$ cat src/rtl/avalon_regif.sv
// avalon_regif: Avalon-MM style slave front end for a flat register file.
//
// A write is captured in IDLE and presented to the register file for one
// cycle (WRITE) as regbus/regbe plus a one-hot activ strobe. A read is
// captured in IDLE, waits RD_LAT-1 cycles in READ, and returns data in DONE
// with readdatavalid. The read data is taken from regr during DONE. Bad
// addresses and simultaneous read/write strobes set the sticky err flag.
//
// Ports:
//   clock, reset        clock and asynchronous active-low reset
//   address, cs,        CPU request: word address, chip select,
//   read_n, write_n     active-low read/write strobes
//   writedata,          write data and byte lanes
//   byteenable
//   err_clr             clears err (a simultaneous set event wins)
//   regr                packed register read-back, word k at k*DATA_W
//   readdata,           read data (zero unless readdatavalid)
//   readdatavalid
//   waitrequest         high whenever the block is not in IDLE
//   regbus, regbe       captured write data / byte enables (held)
//   activ               one-hot write strobes, high only in WRITE
//   err                 sticky error flag
module avalon_regif #(
  parameter int unsigned DATA_W    = 16,
  parameter int unsigned ADDR_W    = 5,
  parameter int unsigned NUM_REGS  = 21,
  parameter int unsigned RD_LAT    = 1,
  parameter int unsigned ID_ADDR   = 31,
  parameter logic [15:0] SYSTEM_ID = 16'hCA05
) (
  input  logic                       clock,
  input  logic                       reset,
  input  logic [ADDR_W-1:0]          address,
  input  logic                       cs,
  input  logic                       read_n,
  input  logic                       write_n,
  input  logic [DATA_W-1:0]          writedata,
  input  logic [DATA_W/8-1:0]        byteenable,
  input  logic                       err_clr,
  input  logic [NUM_REGS*DATA_W-1:0] regr,
  output logic [DATA_W-1:0]          readdata,
  output logic                       readdatavalid,
  output logic                       waitrequest,
  output logic [DATA_W-1:0]          regbus,
  output logic [DATA_W/8-1:0]        regbe,
  output logic [NUM_REGS-1:0]        activ,
  output logic                       err
);

  localparam logic [1:0] IDLE  = 2'd0;
  localparam logic [1:0] WRITE = 2'd1;
  localparam logic [1:0] READ  = 2'd2;
  localparam logic [1:0] DONE  = 2'd3;

  logic [1:0]        state;
  logic [1:0]        state_nxt;
  logic [ADDR_W-1:0] addr_q;
  logic [1:0]        cnt;
  logic [31:0]       addr_ext;
  logic              addr_ok;
  logic              rd_req;
  logic              wr_req;
  logic              err_set;
  logic [DATA_W-1:0] rd_sel;

  assign rd_req   = cs & ~read_n;
  assign wr_req   = cs & ~write_n;
  assign addr_ext = 32'(addr_q);
  assign addr_ok  = addr_ext < NUM_REGS;

  always_comb begin
    state_nxt = state;
    case (state)
      IDLE: begin
        if (wr_req && !rd_req)
          state_nxt = WRITE;
        else if (rd_req && !wr_req)
          state_nxt = (RD_LAT == 1) ? DONE : READ;
      end
      WRITE: state_nxt = IDLE;
      READ:  if (cnt == 2'(RD_LAT - 2)) state_nxt = DONE;
      DONE:  state_nxt = IDLE;
      default: state_nxt = IDLE;
    endcase
  end

  assign err_set = (state == IDLE  && rd_req && wr_req) ||
                   (state == WRITE && !addr_ok) ||
                   (state == DONE  && !addr_ok && addr_ext != ID_ADDR);

  // regbus/regbe are loaded on the accept edge so they are valid for the
  // whole WRITE cycle and simply hold afterwards.
  always_ff @(posedge clock or negedge reset) begin
    if (!reset) begin
      state  <= IDLE;
      addr_q <= '0;
      cnt    <= '0;
      regbus <= '0;
      regbe  <= '0;
      err    <= 1'b0;
    end else begin
      state <= state_nxt;
      case (state)
        IDLE: begin
          if (wr_req && !rd_req) begin
            addr_q <= address;
            regbus <= writedata;
            regbe  <= byteenable;
          end else if (rd_req && !wr_req) begin
            addr_q <= address;
            cnt    <= '0;
          end
        end
        READ:    cnt <= cnt + 2'd1;
        default: ;
      endcase
      if (err_set)
        err <= 1'b1;
      else if (err_clr)
        err <= 1'b0;
    end
  end

  always_comb begin
    rd_sel = '0;
    for (int unsigned k = 0; k < NUM_REGS; k++)
      if (addr_ext == k) rd_sel = regr[k*DATA_W +: DATA_W];
    if (addr_ext == ID_ADDR) rd_sel = DATA_W'(SYSTEM_ID);
  end

  always_comb begin
    activ = '0;
    for (int unsigned k = 0; k < NUM_REGS; k++)
      activ[k] = (state == WRITE) && (addr_ext == k);
  end

  assign readdatavalid = (state == DONE);
  assign readdata      = (state == DONE) ? rd_sel : '0;
  assign waitrequest   = (state != IDLE);

endmodule

$ cat config.mk
export PLATFORM = sky130hd
export DESIGN_NAME = avalon_regif
export DESIGN_NICKNAME = d
export VERILOG_FILES = /design/src/rtl/avalon_regif.sv
export SDC_FILE = /design/constraint.sdc
export NUM_CORES = 1
export LEC_CHECK = 0
export ABC_AREA = 1
export CAP_MARGIN = 20
export CORE_AREA = 2 2 166 168
export CTS_BUF_LIST = sky130_fd_sc_hd__clkbuf_16
export CTS_CLUSTER_SIZE = 40
export DETAILED_ROUTE_END_ITERATION = 12
export DIE_AREA = 0 0 168 170
export SYNTH_ARGS = -nofsm -noshare
export SYNTH_HDL_FRONTEND = slang
export SYNTH_SLANG_ARGS = --single-unit
$ cat constraint.sdc
create_clock -name clock -period 2.03 [get_ports clock]
set_input_delay 0.3045 -clock clock [delete_from_list [all_inputs] [get_ports clock]]
set_output_delay 0.3045 -clock clock [all_outputs]
set_load 0.05 [all_outputs]
==> flow_summary.ini, run 1 <==
[place]
dp_slack_ps = -1158
dp_cells = 1732
port_buffers = 422
routabilityCongestion = 0.9178
dpl-instance-area_um2 = 10370
hpwl_mm = 27.61

[die]
boundaryPins = 423
die_w_um = 168
num_rows = 60
core_region_area_um2 = 26650
die_h_um = 170
die-area_um2 = 28560
start_util_pct = 16.22

[critical_path]
path_cells = buf_6, nor2_4, inv_4, buf_4, nor2_4, buf_6, nand2_1, nand4_1, nor2_2, nand4_1, nand2_1, nand3_2, nand2_4, nand3_4, nand2_1, nand4_1, nor2_2, nor2_4, buf_8
crit_type = reg -> out
slowest_delay_ps = 410
cp.arrival_ps = 2900
critPathCaptureType = output port
start_kind = flip-flop
cpMaxStageDelayCell = dfrtp_1
crit_path_max_fanout = 5
crit_required_ps = 1730

[power_and_ir_drop]
vdd_drop_max_uv = 945.5
powerDensity_nw_per_um2 = 814.1
fin_total_pwr_mw = 9.568
leakagePower_nw = 5.147

[clock_tree]
cts_buffers = 3
htreeDepth = 1
cts_root_buf = clkbuf_16
clock-sinks = 28
ctsLongestPathBuffers = 2
tritoncts = done
cts_hold_buf = 0
clk-insertion-delay-late_ps = 260
cts.clk_slew.worst_paths_ps = 70

[final_layout]
final_cell_area_um2 = 11750
area_growth_pct = 171.9
antenna_cells = 0
drive_above_1_share_pct = 27.17
multi_input_area_um2 = 3691
n_fill_cell = 2769
seq_area_um2 = 704.4
nNetsFinal = 1819
finalNonFillerCells = 1791

[routing]
postRouteAntennaNets = 0
drc_errors = 0
post_drt_wl_per_cell_um = 18.50
firstDrtPassIters = 5
via_per_inst = 4.327
drt_iter0_markers = 421
via_count = 7749
routed_wl_mm = 33.13

[logic_synthesis]
synth_area_per_cell_um2 = 4.952
syn-cell-area_um2 = 4323
ys_ff_latch = 28
synth_cell_type_count = 28
yosys_warnings = 0
syn_inst = 873
synth_nets = 1241
yosysSeqAreaShare_pct = 16.21

[sta]
setup_slack_ps = -1179
skew_ps = 4.497
slew_violations = 0
period_needed_ps = 3209
rsz0062_at_grt = yes
hold_viol_final = 0
worst_slew_margin_rel_pct = 64.06
setup_viol = 35
max_freq_mhz = 311.7
fin_crit_sh_pct = 158.1
worst_slew_pin_slew_ps = 537.5

[outcome]
status = complete, but fails checks
failed_checks = negative setup slack

[min_path]
hp-class = in -> async

[global_route]
grt_pass1_wl_mm = 47.07
grt_usage_pct = 21.83
overflow = 0
antenna_found_initial = 0
grt_pass1_vias = 7973
grt_max_degree = 29

[flow_run]
maxCapViolations = 0
[timing repair]
| item | CTS | global route |
|---|---|---|
| buffers inserted | 39 | 16 |
| pin swaps | 38 | 58 |
| gates resized for setup | 164 | 73 |
| setup endpoints to repair | 35 | 37 |
| gates cloned | 2 | 1 |
[where the power goes]
group	switching [mW]	internal, mW	leakage, nW
clock	0.203	0.393	0.0511
combinational	4.43	3.49	4.76
sequential	0.212	0.839	0.338
[kinds of logic after synthesis]
logic type | count (synthesis) | share of synthesized area (%)
flip-flops | 28 | 16.21
buffers and inverters | 149 | 13.34
AND/OR/NAND/NOR | 650 | 64.34
AO/OA/AOI/OAI | 43 | 5.239
adder cells (fa/ha/maj) | 3 | 0.8684
[placed cells by master, fill, tap and decap left out, drive strengths merged, types with 28 or more instances in the layout]
| cell | instances |
|---|---|
| inv | 110 |
| dfrtp | 28 |
| a21oi | 28 |
| nand4 | 61 |
| or2 | 29 |
| nor2 | 165 |
| nand3 | 31 |
| nand2 | 357 |
| clkdlybuf4s50 | 383 |
| buf | 215 |
[sequential cells by signal (all words and copies together) (netlist names)]
name    cells
addr_q      5
cnt         2
err         1
regbe       2
regbus     16
state       2
[worst max-delay path, delay by kind of cell, from the launching register on]
kind,cells,cell delay (ps)
buffers and inverters,5,690
DFF,1,410
and+or+nand+nor,14,1540
[stage by stage]
stage / hold slack [ps] / utilization (%) / setup TNS [ps]
floorplan: 8.909 / - / -4030
global placement: 452.2 / 38.92 / -15440
detailed placement: 462.2 / 38.92 / -16480
CTS: 433.6 / 42.51 / -21720
global route: 474.9 / 44.10 / -27660
finish: 422.3 / 44.10 / -22950
[cells in the mapped netlist]
cell / instances / area [um2]
a22o_1: 1 / 8.760
and3_1: 2 / 12.51
a31oi_1: 2 / 12.51
o21ai_0: 8 / 40.04
nor2_2: 7 / 43.79
inv_2: 5 / 18.77
dfrtp_1: 28 / 700.7
nand2_1: 354 / 1329
nand3b_1: 1 / 7.510
nand4_1: 61 / 381.6
inv_1: 115 / 431.7
nor3_1: 5 / 25.02
a21oi_1: 28 / 140.1
inv_4: 1 / 6.260
nor2_1: 152 / 570.6
or2_0: 6 / 37.54
o211ai_1: 1 / 7.510
buf_2: 12 / 60.06
or2_2: 19 / 118.9
nand2_2: 3 / 18.77
nor2_4: 5 / 56.30
or2_1: 4 / 25.02
clkinv_1: 1 / 3.750
clkbuf_1: 15 / 56.30
a21o_1: 1 / 7.510
nand3_1: 31 / 155.2
o21ai_1: 2 / 10.01
ha_1: 3 / 37.54
[final cells by class]
class	count	area share, %
multi-input combinational	697	31.41
clock inverter	1	0.2555
clock buffer	3	0.6388
tap	341	3.630
timing repair buffer	599	53.59
sequential	28	5.994
inverter	122	4.482
[worst paths after layout]
kind	startpoint	end	slack [ps]	depth (start not counted)
max	addr_q[2]$_DFFE_PN0P_	readdata[11]	-1180	19
min	reset	regbus[13]$_DFFE_PN0P_	420	2
max reg2reg	addr_q[3]$_DFFE_PN0P_	err$_DFFE_PN0P_	110	12
min reg2reg	regbus[7]$_DFFE_PN0P_	regbus[7]$_DFFE_PN0P_	480	2
max in group asynchronous	reset	addr_q[1]$_DFFE_PN0P_	1310	2
min in group clock	regbus[7]$_DFFE_PN0P_	regbus[7]$_DFFE_PN0P_	480	2
[metal layers]
metal	vias up	wire length, um	GRT usage (%)
met1	3503	13370	25.91
met5	-	0	0
met2	355	16520	40.57
met4	0	826	4.612
met3	42	2413	4.349
li1	3849	-	-
(Power assumes the default switching activity.)
==> inputs of run 2 (changes only) <==
Settings changed: SKIP_CTS_REPAIR_TIMING from default to 1.
==> run 2 against run 1 <==
The flow still finishes with violations (negative setup slack); flip-flop and latch count stayed put; routed wire length is 1.9% lower; clock power hardly changed; clock skew is 0.58 ps lower; utilization is 1.7 points lower; die area stayed put; non-clock buffer count is 26 lower; combinational power is 6.1% lower; sequential share of layout area is 0.24 points higher; sequential power hardly changed; critical path type unchanged; critical endpoint is now readdata[14].
==> flow_summary.ini, run 2 (synthesized netlist as in run 1, its figures left out) <==
[sta]
rsz0062_at_grt = yes
setup_slack_ps = -1209
final.setup.tns_ps = -22000
skew_ps = 3.921
worst_slew_pin_slew_ps = 537.5
worst_slew_margin_rel_pct = 64.06
slew_violations = 0
setup_viol = 34
max_freq_mhz = 308.7
hold_viol_final = 0
period_needed_ps = 3239
fin_crit_sh_pct = 159.6

[die]
core_region_area_um2 = 26650
die-area_um2 = 28560
die_h_um = 170
boundaryPins = 423
die_w_um = 168
start_util_pct = 16.22
num_rows = 60

[place]
routabilityCongestion = 0.9178
dp_cells = 1732
hpwl_mm = 27.61
port_buffers = 422
dpl-instance-area_um2 = 10370

[clock_tree]
tritoncts = done
clock-sinks = 28
cts_buffers = 3
htreeDepth = 1
cts.clk_slew.worst_paths_ps = 70
clk-insertion-delay-late_ps = 260
cts_root_buf = clkbuf_16
ctsLongestPathBuffers = 2

[global_route]
grt_pass1_vias = 7669
antenna_found_initial = 1
grt_max_degree = 29
grt_usage_pct = 20.99
grt_pass1_wl_mm = 45.35
overflow = 0

[critical_path]
reg2reg_to = err$_DFFE_PN0P_
start_kind = flip-flop
r2r-start = addr_q[2]$_DFFE_PN0P_
crit_path_max_fanout = 5
rrSetupSlack_ps = 110
r2r_cells = 12
critPathCaptureType = output port
cp.arrival_ps = 2930
crit_type = reg -> out
crit_required_ps = 1730

[routing]
postRouteAntennaNets = 0
post_drt_wl_per_cell_um = 18.40
drt_iter0_markers = 365
routed_wl_mm = 32.51
drc_errors = 0
via_count = 7588
firstDrtPassIters = 6
via_per_inst = 4.294

[final_layout]
largest_register_ffs = 16
finalNonFillerCells = 1767
drive_above_1_share_pct = 25.75
top_regs = regbus: 16 flops, addr_q: 5 flops
final_cell_area_um2 = 11300
nNetsFinal = 1794
area_growth_pct = 161.4
mostFrequentLayoutCells = clkdlybuf4s50_1, nand2_1, buf_4
layout_commonest_cell = clkdlybuf4s50_1
top_register = regbus
n_fill_cell = 2816
post-route-util_pct = 42.41

[outcome]
status = complete, but fails checks
failed_checks = negative setup slack

[min_path]
hp-class = in -> async

[power_and_ir_drop]
vdd_drop_max_uv = 948.9
powerDensity_nw_per_um2 = 803.9
leakagePower_nw = 4.982

[flow_run]
maxCapViolations = 0
run 2: cell types whose count changed in the layout (fill, tap and decap cells not counted), sizes merged:
| cell | change |
|---|---|
| nor2 | +1 |
| buf | -26 |
| clkinv | +1 |
| diode | +1 |
| inv | -1 |
run 2: worst max-delay path by stage:
stage / from / end / cells after the start
5_1_grt: addr_q[0]$_DFFE_PN0P_ / readdata[14] / 20
3_5_place_dp: addr_q[1]$_DFFE_PN0P_ / readdata[11] / 18
6_report: addr_q[0]$_DFFE_PN0P_ / readdata[14] / 20
2_1_floorplan: addr_q[1]$_DFFE_PN0P_ / readdata[8] / 10
4_1_cts: addr_q[1]$_DFFE_PN0P_ / readdata[11] / 18
3_3_place_gp: addr_q[1]$_DFFE_PN0P_ / readdata[11] / 18
run 2: worst max-delay path, cell delays in order, from the launching register on:
cell,delay (ps)
dfrtp_2,430
nor2_4,60
nand2_4,80
buf_6,120
nor2_4,70
buf_6,130
nand2_4,50
nand2_2,50
nor2_2,110
nand3_2,100
nor2_1,110
nand4_1,180
nand2_1,110
nand4_1,70
nand2_1,70
nand4_1,210
nor2_2,230
nand4_1,100
nand2_1,110
clkinvlp_4,110
buf_12,150
run 2: power breakdown:
| group | internal (mW) | switching [mW] | total, mW | leakage [nW] |
|---|---|---|---|---|
| clock network | 0.393 | 0.204 | 0.597 | 0.0511 |
| logic | 3.20 | 4.24 | 7.44 | 4.59 |
| registers | 0.839 | 0.210 | 1.05 | 0.338 |
run 2: through the flow:
stage	power [mW]	hold WS, ps	setup WS (ps)
5_1_grt	9.730	473.9	-1362
2_1_floorplan	4.171	8.909	-256.2
6_report	9.085	424.5	-1209
4_1_cts	8.253	433.6	-1461
3_5_place_dp	7.615	462.2	-1158
3_3_place_gp	7.578	452.2	-1132
run 2: final cells by class:
cell class                 instances  area (um2)  share of cell area, %
inverter                         122       514.2                  4.550
clock buffer                       3       75.07                 0.6642
antenna                            1       2.502                0.02214
clock inverter                     1       30.03                 0.2657
sequential                        28       704.4                  6.233
timing repair buffer             573        5961                  52.74
multi-input combinational        698        3588                  31.75
tap                              341       426.7                  3.775
run 2: metal layers:
layer / track usage [%] / share of wire, %
met1: 25.17 / 41
met2: 39.31 / 49
met3: 4.116 / 7.3
met4: 3.214 / 2.2
met5: 0 / 0
==> inputs of run 3 (changes only) <==
Settings changed: MAX_ROUTING_LAYER from default to met4.
==> run 3 against run 2 <==
The run still ends with negative setup slack left; global-route usage grew 0.65 points; highest routed layer unchanged; clock skew shrank 1.2 ps; clock power is 1% lower; register-to-register slack worse by 20 ps; sequential share of layout area down 0.13 points; count of clock-buffer cells in the layout unchanged; setup slack improved by 62 ps; fmax is 2.0% higher; critical endpoint is now readdata[11].
==> flow_summary.ini, run 3 (synthesized netlist as in run 1, its figures left out) <==
[outcome]
status = complete, but fails checks
failed_checks = negative setup slack

[critical_path]
critPathCaptureType = output port
path_cells = buf_6, inv_4, nand2_4, nor2_4, buf_6, nand3_2, nand2_2, nor2_2, nand4_1, nor2_2, nand4_1, nand2_1, nand3_2, nand2_4, nand3_4, nand2_1, nand4_1, nor2_2, nor2_4, buf_8
slowest_delay_ps = 440
crit_buf_inv = 4
crit_type = reg -> out
cpMaxStageDelayCell = dfrtp_2
cp.arrival_ps = 2870
start_kind = flip-flop
crit_required_ps = 1730
crit_family = simple AND/OR/NAND/NOR gates
crit_path_max_fanout = 4

[power_and_ir_drop]
powerDensity_nw_per_um2 = 813.8
vdd_drop_max_uv = 742.9
leakagePower_nw = 5.041

[sta]
hold_viol_final = 0
max_freq_mhz = 314.7
fin_crit_sh_pct = 156.5
worst_slew_margin_rel_pct = 64.27
worst_slew_pin_slew_ps = 534.3
period_needed_ps = 3177
rsz0062_at_grt = yes
setup_slack_ps = -1147
skew_ps = 2.732
slew_violations = 0
setup_viol = 34
fin_hold_ws_ps = 424.9

[die]
start_util_pct = 16.22
die-area_um2 = 28560
boundaryPins = 423
num_rows = 60
core_region_area_um2 = 26650
die_h_um = 170
die_w_um = 168

[place]
hpwl_mm = 27.55
dp_slack_ps = -1079
port_buffers = 422
routabilityCongestion = 0.9660
dpl-instance-area_um2 = 10350

[clock_tree]
cts_root_buf = clkbuf_16
cts_buffers = 3
tritoncts = done
htreeDepth = 1
cts.clk_slew.worst_paths_ps = 70
clk-insertion-delay-late_ps = 260
ctsLongestPathBuffers = 2
clock-sinks = 28

[routing]
post_drt_wl_per_cell_um = 18.49
via_count = 7764
firstDrtPassIters = 5
drt_iter0_markers = 449
via_per_inst = 4.374
postRouteAntennaNets = 0
drc_errors = 0
routed_wl_mm = 32.82

[final_layout]
mostFrequentLayoutCells = clkdlybuf4s50_1, nand2_1, buf_4
top_register = regbus
largest_register_ffs = 16
post-route-util_pct = 43.30
top_regs = regbus: 16 flops, addr_q: 5 flops
layout_commonest_cell = clkdlybuf4s50_1
area_growth_pct = 166.9
final_cell_area_um2 = 11540
nNetsFinal = 1801
drive_above_1_share_pct = 26.40

[global_route]
grt_pass1_vias = 7731
grt_usage_pct = 21.64
antenna_found_initial = 2
overflow = 0
grt_max_degree = 29
grt_pass1_wl_mm = 45.66

[min_path]
hp-class = in -> async

[flow_run]
maxCapViolations = 0
run 3: cell count changes in the layout (fill, tap and decap cells not counted), moves of 3 or more:
cell	previous run	this run
inv_2	16	13
nand2_4	9	6
buf_6	36	50
nor2_1	100	95
nor2_4	32	35
buf_4	107	97
inv_4	4	10
run 3: power by group:
group | internal, mW | switching [mW]
registers | 0.839 | 0.220
logic | 3.41 | 4.33
clock network | 0.393 | 0.196
run 3: cell type report:
class                      instances  area (um2)
clock buffer                       3       75.07
sequential                        28       704.4
fill                            2805       15110
tap                              341       426.7
inverter                         122       526.8
clock inverter                     1       30.03
antenna                            2       5.005
timing repair buffer             581        6136
multi-input combinational        697        3635
run 3: path summary, 6_finish.rpt:
kind	start	to	slack, ps	cells past startpoint
hold / removal	reset	regbus[3]$_DFFE_PN0P_	420	2
setup / recovery	addr_q[1]$_DFFE_PN0P_	readdata[11]	-1150	20
max in group asynchronous	reset	addr_q[1]$_DFFE_PN0P_	1310	2
setup reg to reg	addr_q[2]$_DFFE_PN0P_	err$_DFFE_PN0P_	90	14
hold reg to reg	regbus[4]$_DFFE_PN0P_	regbus[4]$_DFFE_PN0P_	470	2
min in group clock	regbus[4]$_DFFE_PN0P_	regbus[4]$_DFFE_PN0P_	470	2
run 3: layer usage:
layer  wire length (um)  vias to the layer above  track usage (%)
li1                   -                     3819                -
met1              13870                     3560            26.48
met2              16280                      353            38.81
met3               2025                       32            2.907
met4                647                        0            2.987
met5                  0                        -                -
run 3: per-stage QoR:
step	total power [mW]	cells	TNS, ps
finish	9.391	1775	-20570
global route	10.03	1775	-25350
CTS	8.236	1733	-25320
detailed placement	7.601	1729	-15770
global placement	7.572	1729	-15230
floorplan	4.171	873	-4030
run 3: worst reg2reg max path, delay by kind of cell, from the launching register on:
family,cells,cell delay [ps]
AO/OA/AOI/OAI,3,290
AND/OR/NAND/NOR,3,250
flip-flops,1,380
buffers and inverters,8,910
==> RTL edit, RTL diff (config.mk and constraints of run 2) <==
Set the parameter `ADDR_W` to 4 (it was 5).
--- a/src/rtl/avalon_regif.sv
+++ b/src/rtl/avalon_regif.sv
@@ -22,7 +22,7 @@
 //   err                 sticky error flag
 module avalon_regif #(
   parameter int unsigned DATA_W    = 16,
-  parameter int unsigned ADDR_W    = 5,
+  parameter int unsigned ADDR_W    = 4,
   parameter int unsigned NUM_REGS  = 21,
   parameter int unsigned RD_LAT    = 1,
   parameter int unsigned ID_ADDR   = 31,
Interface: changed (resized address); port bits go from 423 to 422. No check against the original RTL was run, so the function may have changed too.
==> RTL edit against run 2 <==
The run still ends with negative setup slack left. Combinational power is 0.9% higher. Wire length shrank 28%. Fmax rose by 19%. Synthesized area is 19% lower. First-iteration DRC count is 39% lower. Via count is 24% lower. Final area decreased by 22%. Sequential cell count decreased by 1. Worst setup slack better by 0.51 ns. Synthesized cell count shrank 22%. Global-route usage decreased by 5.9 points. Die area unchanged. Total power fell by 1.4%.
==> RTL edit: results <==
set metrics [dict create \
    outcome "complete, but fails checks" \
    violations "negative setup slack" \
    clock_skew_ns 0.00150 \
    synth_area_um2 3480 \
    layout-drive-gt1-share_pct 22.6 \
    dpl-instance-area_um2 8180 \
    synth_cell_types 25 \
    synthCells 681 \
    buf_share_pct 51.2 \
    n_fill_cell 2819 \
    clkSlewWorstSetupHoldPaths_ns 0.06 \
    design_area_um2 8830 \
    synth_fa_ha_area_share_pct 1.08 \
    n_antenna_cell 0 \
    final-clk-cell-share_pct 0.893 \
    fin_ws_ns -0.699 \
    multiInputGateArea_um2 2840 \
    worstReg2RegEnd "addr_q[0]" \
    grt_pass1_wl_mm 33.2 \
    rrSetupSlack_ns 0.74 \
    setup-violations-final 18 \
    firstDrtPassIters 5 \
    io_buffers 336 \
    inverters 68 \
    gr-usage-all-layers_pct 15.1 \
    worst_pin_slew_ns 0.537 \
    multi_input_gates 559 \
    nets 1456 \
    synthTopCellsByCount "nand2_1 (286), nor2_1 (118), inv_1 (64), nand4_1 (45), nand3_1 (35)" \
    startpoint "addr_q[3]" \
    num-nonclk-buffers 430 \
    rr_startpoint "state[0]" \
    dpl.hpwl_mm 19.5 \
    cp_max_fo 4 \
    vias 5739 \
    vdd_ir_drop_max_v 0.000845 \
    drt_iter0_markers 224 \
    gp_congestion 0.875 \
    synth_compound_gate_area_share_pct 4.42 \
    regArea_um2 679 \
    largest_registers "regbus x16, addr_q x4" \
    p_leak_nw 3.78 \
    seq_area_frac_synth_pct 19.4 \
    cp-endpoint "readdata[0]" \
    grt_pass1_vias 5823 \
    via_per_inst 4.02 \
    ys_top_cells_by_area "nand2_1 (31%), dfrtp_1 (19%), nor2_1 (13%)" \
    wl_per_cell_um 16.4 \
    dp.cells 1409 \
    grt_max_degree 30 \
    rr_worst_depth 5 \
    seq_cell_count 27 \
]
RTL edit: metrics by stage:
stage	hold WS, ns	worst slack, ns	setup TNS (ns)
6_report	0.419	-0.699	-9.60
4_1_cts	0.433	-0.937	-13.97
2_1_floorplan	0.00891	-0.0554	-0.600
3_5_place_dp	0.463	-0.645	-8.10
3_3_place_gp	0.453	-0.638	-7.73
5_1_grt	0.472	-0.800	-12.35
RTL edit: routing by layer:
metal / wire length, um / vias up / global-route usage (%) / part of all wire [%]
met5: 13 / - / 0 / 0.055
met4: 397 / 2 / 2.80 / 1.7
met3: 2230 / 25 / 5.07 / 9.5
met2: 11500 / 246 / 27.7 / 49
met1: 9300 / 2542 / 17.2 / 40
li1: - / 2924 / - / -
RTL edit: power breakdown:
group          internal (mW)  switching [mW]  leakage, nW  total [mW]
clock                  0.263           0.174       0.0423       0.438
combinational           3.09            4.42         3.41        7.51
sequential             0.805           0.205        0.328        1.01
total                   4.16            4.79         3.78        8.96
